--- src/rtl/muldiv_unit.sv ---
// HI/LO multiply/divide unit for the EX stage: single-cycle multiply,
// 32-step restoring divide, and MTHI/MTLO writes into architectural HI/LO.
module muldiv_unit (
    input  logic        clk,
    input  logic        rst,
    input  logic        start,
    input  logic [1:0]  op,
    input  logic [31:0] a,
    input  logic [31:0] b,
    input  logic        flush,
    input  logic        whi,
    input  logic        wlo,
    input  logic [31:0] wdata,
    output logic [31:0] hi_o,
    output logic [31:0] lo_o,
    output logic        ex_stall_o
);

    typedef enum logic [1:0] {IDLE, MUL, DIV, DONE} state_t;

    state_t      state, state_nxt;
    logic        launch;
    logic [1:0]  op_r;
    logic [31:0] a_r, b_r;
    logic [31:0] quo, rem, dvsr;
    logic [4:0]  cnt;

    assign launch = (state == IDLE) && start && !flush;

    // Signed ops (op[0]==0) work on magnitudes; signs are reapplied at the end.
    function automatic logic [31:0] mag(input logic [31:0] x, input logic is_unsigned);
        return (!is_unsigned && x[31]) ? (32'd0 - x) : x;
    endfunction

    // ---------------- FSM ----------------
    always_ff @(posedge clk) begin
        if (rst) state <= IDLE;
        else     state <= state_nxt;
    end

    always_comb begin
        state_nxt = state;
        case (state)
            IDLE: if (launch) state_nxt = op[1] ? DIV : MUL;
            MUL:  state_nxt = flush ? IDLE : DONE;
            DIV:  if (flush) state_nxt = IDLE;
                  else if (cnt == 5'd31) state_nxt = DONE;
            DONE: state_nxt = IDLE;
            default: state_nxt = IDLE;
        endcase
    end

    always_comb begin
        ex_stall_o = !flush && (launch || state == MUL || state == DIV);
    end

    // ---------------- datapath ----------------
    logic [63:0] ext_a, ext_b, prod;
    logic [32:0] trial, sub;
    logic        fits;
    logic [31:0] rem_step, quo_step, q_fix, r_fix;

    always_comb begin
        ext_a = op_r[0] ? {32'd0, a_r} : {{32{a_r[31]}}, a_r};
        ext_b = op_r[0] ? {32'd0, b_r} : {{32{b_r[31]}}, b_r};
        prod  = ext_a * ext_b;
    end

    // One restoring step: shift in the next dividend bit, subtract if it fits.
    always_comb begin
        trial    = {rem, quo[31]};
        sub      = trial - {1'b0, dvsr};
        fits     = trial >= {1'b0, dvsr};
        rem_step = fits ? sub[31:0] : trial[31:0];
        quo_step = {quo[30:0], fits};
        q_fix    = (!op_r[0] && (a_r[31] ^ b_r[31])) ? (32'd0 - quo_step) : quo_step;
        r_fix    = (!op_r[0] && a_r[31]) ? (32'd0 - rem_step) : rem_step;
    end

    always_ff @(posedge clk) begin
        if (rst) begin
            hi_o <= 32'd0;
            lo_o <= 32'd0;
            cnt  <= 5'd0;
        end else begin
            if (launch) begin
                op_r <= op;
                a_r  <= a;
                b_r  <= b;
                quo  <= mag(a, op[0]);
                dvsr <= mag(b, op[0]);
                rem  <= 32'd0;
                cnt  <= 5'd0;
            end
            case (state)
                MUL: if (!flush) {hi_o, lo_o} <= prod;
                DIV: if (!flush) begin
                    quo <= quo_step;
                    rem <= rem_step;
                    cnt <= cnt + 5'd1;
                    if (cnt == 5'd31) begin
                        // Zero divisor gives all-ones quotient and the dividend back.
                        if (b_r == 32'd0) begin
                            hi_o <= a_r;
                            lo_o <= 32'hFFFF_FFFF;
                        end else begin
                            hi_o <= r_fix;
                            lo_o <= q_fix;
                        end
                    end
                end
                default: begin
                    if (whi) hi_o <= wdata;
                    if (wlo) lo_o <= wdata;
                end
            endcase
        end
    end

endmodule
--- config.mk ---
export PLATFORM = sky130hd
export DESIGN_NAME = muldiv_unit
export DESIGN_NICKNAME = d
export VERILOG_FILES = /design/src/rtl/muldiv_unit.sv
export SDC_FILE = /design/constraint.sdc
export NUM_CORES = 2
export LEC_CHECK = 0
export BUFFER_PORTS_ARGS = -buffer_cell sky130_fd_sc_hd__buf_2
export CORE_MARGIN = 2
export CORE_UTILIZATION = 60
export CTS_BUF_LIST = sky130_fd_sc_hd__clkbuf_4 sky130_fd_sc_hd__clkbuf_8
export DETAILED_ROUTE_END_ITERATION = 8
export GPL_TIMING_DRIVEN = 0
export PLACE_DENSITY = 0.77
export SLEW_MARGIN = 5
export SYNTH_ARGS = -nofsm -noshare
export SYNTH_HDL_FRONTEND = slang
export SYNTH_SLANG_ARGS = --single-unit
--- constraint.sdc ---
create_clock -name clk -period 11.25 [get_ports clk]
set_input_delay 1.6875 -clock clk [delete_from_list [all_inputs] [get_ports clk]]
set_output_delay 1.6875 -clock clk [all_outputs]
set_load 0.02 [all_outputs]
==> results.ini <==
[job]
maxCapViolCount = 2

[routing]
postRouteAntennaNets = 0
drt-initial-drc-count = 6603
drt-total-wl_microns = 265000
wl_per_cell_microns = 30.9
first_pass_iters = 6
route.detailed.drc = 0
vias_per_cell = 6.21
vias = 53400

[critical_path]
cp-start-kind = flip-flop
rr_startpoint = a_r[13]$_DFFE_PP_
ff2ff_setup_slack_ns = 0.03
r2r_end = hi_o[27]$_SDFFE_PP0P_
required_ns = 11.74
crit_fanout = 10
r2r_cells = 31
cp_common_cell = fa_1
crit_arrival_ns = 11.70
slowest_delay_ns = 1.07
critPathKind = flip-flop to flip-flop
end_kind = flip-flop
cpMaxStageDelayCell = edfxtp_1

[cells_and_area]
fillers = 8949
fin_nets = 9004
drive_above_1_share_pct = 5.30
fin_util_pct = 64.1
area_growth_pct = 6.13

[place]
place.gp.congestion = 1.10
io_buffers = 167
post-dp-hpwl_microns = 218000

[cts]
clock_latency_ns = 0.61
numCtsBuffers = 35
htree_levels = 2
clkTransAtPathRegs_ns = 0.08
holdBufCountCts = 0
clock-sinks = 231
clockRootBuffer = clkbuf_8
cts_tree = built
clock_path_buffers = 3

[synth]
syn_avg_cell_area_sq_um = 9.18
syn-instance-count = 6904
synth.top_cells.by_count = 1586 x inv_1, 1420 x fa_1, 741 x nand2_1
synth_cell_type_count = 96
syn-num-nets = 8779
yosysTopAreaCellShare_pct = 44.9
syn_area_sq_um = 63400
synthTopCellsByArea = fa_1 45%, inv_1 9.4%, edfxtp_1 7.6%, ha_1 6.9%, and2_1 5.9%
yosys_warnings = 0
yosysMostFrequentCell = inv_1
ys.flop_type = edfxtp_1
async_reset_ff_share_pct = 0
yosys.area.top_type = fa_1
synth-edff-count = 160
yosysSeqAreaShare_pct = 9.83
yosys_register_bits = 231

[sta]
tightest_slew_ns = 1.55
hold_viol = 0
timing.final.crit_share_pct = 99.7
finalSetupViolCount = 0
finalCriticalPeriod_ns = 11.22
fmax_mhz = 89.1
slew_headroom_pct = -3.44
rsz0062_at_grt = false
finalMaxSlewViolations = 22
fin_skew_ns = 0.0368

[grt]
grt_pass1_wl_microns = 380000
antenna_found_initial = 41
grt_util_all_layers_pct = 50.3
grt_max_degree = 36
gr-total-overflow = 0
grt_pass1_vias = 54800

[die]
die_area_sq_um = 108000
num_io_pins = 169
core-area_sq_um = 105000
die_w_microns = 329
num_rows = 119
initial_core_util_pct = 60.4
fp.dieH_microns = 329

[min_path]
whs_path_depth = 2
hold-path-endpoint = lo_o[15]$_SDFFE_PP0P_
min_path_type = flip-flop to flip-flop
min_from = lo_o[15]$_SDFFE_PP0P_

[outcome]
outcome = complete, but fails checks
violations = max-capacitance violations, max-slew violations

[metrics by stage]
step                hold slack [ns]  std cells  TNS [ns]  instance area [sq um]  worst slack, ns
finish                        0.459       8588         0                  67300           0.0319
global route                  0.472       8551         0                  67200          0.00306
CTS                           0.461       8534   -0.0903                  66900          -0.0903
detailed placement            0.444       8468    -33.85                  66100            -2.50
global placement              0.436       8462    -33.06                  65900            -2.45
floorplan                     0.461       6904         0                  63400             1.26
[final cells by class]
type	count	area [sq um]	share of cell area (%)
diodes	42	105	0.156
multi-input cells	4731	49900	74.2
clock buffers	49	624	0.928
repair buffers	189	1120	1.66
flip-flops and latches	231	6230	9.26
clock inverters	14	145	0.216
plain buffers	354	1440	2.15
inverters	1587	5960	8.86
well taps	1391	1740	2.59
[metal layers]
layer | vias up | wire [microns] | GRT usage [%]
li1 | 21500 | - | -
met1 | 26600 | 92700 | 62.5
met2 | 4183 | 108000 | 70.4
met3 | 1092 | 39600 | 21.2
met4 | 31 | 24100 | 36.3
met5 | - | 347 | 0.957
[cells by family (layout without fill, tap and decap cells)]
logic type	after synthesis	in the layout	synth area share (%)
AO/OA/AOI/OAI	825	825	8.33
XOR/XNOR	243	243	3.36
adder cells (fa/ha/maj)	1775	1775	51.9
buffers and inverters	1942	2193	11.5
flip-flops	231	231	9.83
multiplexers	31	31	0.492
other	0	42	0
AND/OR/NAND/NOR	1857	1857	14.6
[cell usage in the layout (no fill, tap or decap), types with 26 or more instances in the layout]
cell type / Yosys / layout
nand2b_1: 33 / 33
or3_1: 31 / 31
nor4_1: 32 / 32
mux2i_1: 30 / 30
buf_2: 15 / 184
nor3_1: 51 / 50
diode_2: 0 / 42
xnor2_1: 163 / 162
clkbuf_8: 0 / 41
inv_1: 1586 / 1583
and2_1: 599 / 599
clkbuf_1: 319 / 265
o21ai_0: 206 / 205
a21o_1: 55 / 55
a31oi_1: 37 / 37
nand3_1: 35 / 35
a211oi_1: 29 / 29
dfxtp_1: 71 / 71
xor2_1: 80 / 80
ha_1: 351 / 351
clkbuf_2: 1 / 52
nor2_1: 207 / 206
fa_1: 1420 / 1416
edfxtp_1: 160 / 160
nand2_1: 741 / 740
o21a_1: 26 / 26
a21oi_1: 248 / 246
[worst max-delay path, delay by kind of cell, from the launching register on]
kind            cells  cell delay [ns]
compound gates      6             1.73
xor+xnor            1             0.26
fa+ha+maj          11             5.16
buf+inv             8             1.71
flops               1             1.07
simple gates        5             1.15
[worst max path at each step]
| stage | depth (start not counted) | startpoint | slack (ns) | to |
|---|---|---|---|---|
| floorplan | 33 | a_r[31]$_DFFE_PP_ | 1.26 | hi_o[24]$_SDFFE_PP0P_ |
| global placement | 33 | a_r[31]$_DFFE_PP_ | -2.45 | hi_o[24]$_SDFFE_PP0P_ |
| detailed placement | 33 | a_r[31]$_DFFE_PP_ | -2.50 | hi_o[24]$_SDFFE_PP0P_ |
| CTS | 33 | a_r[31]$_DFFE_PP_ | -0.09 | hi_o[24]$_SDFFE_PP0P_ |
| global route | 32 | b_r[14]$_DFFE_PP_ | 0.003 | hi_o[24]$_SDFFE_PP0P_ |
| finish | 31 | a_r[13]$_DFFE_PP_ | 0.03 | hi_o[27]$_SDFFE_PP0P_ |
[timing repair]
item / CTS / global route
buffers inserted: 3 / 13
endpoints found under the hold margin: 0 / 0
setup endpoints to repair: 22 / 16
resized for setup: 19 / 123
pin swaps: 1 / 2
Power is not shown: default switching activity piles up to over one toggle a cycle in this logic, so the estimate is an artifact.
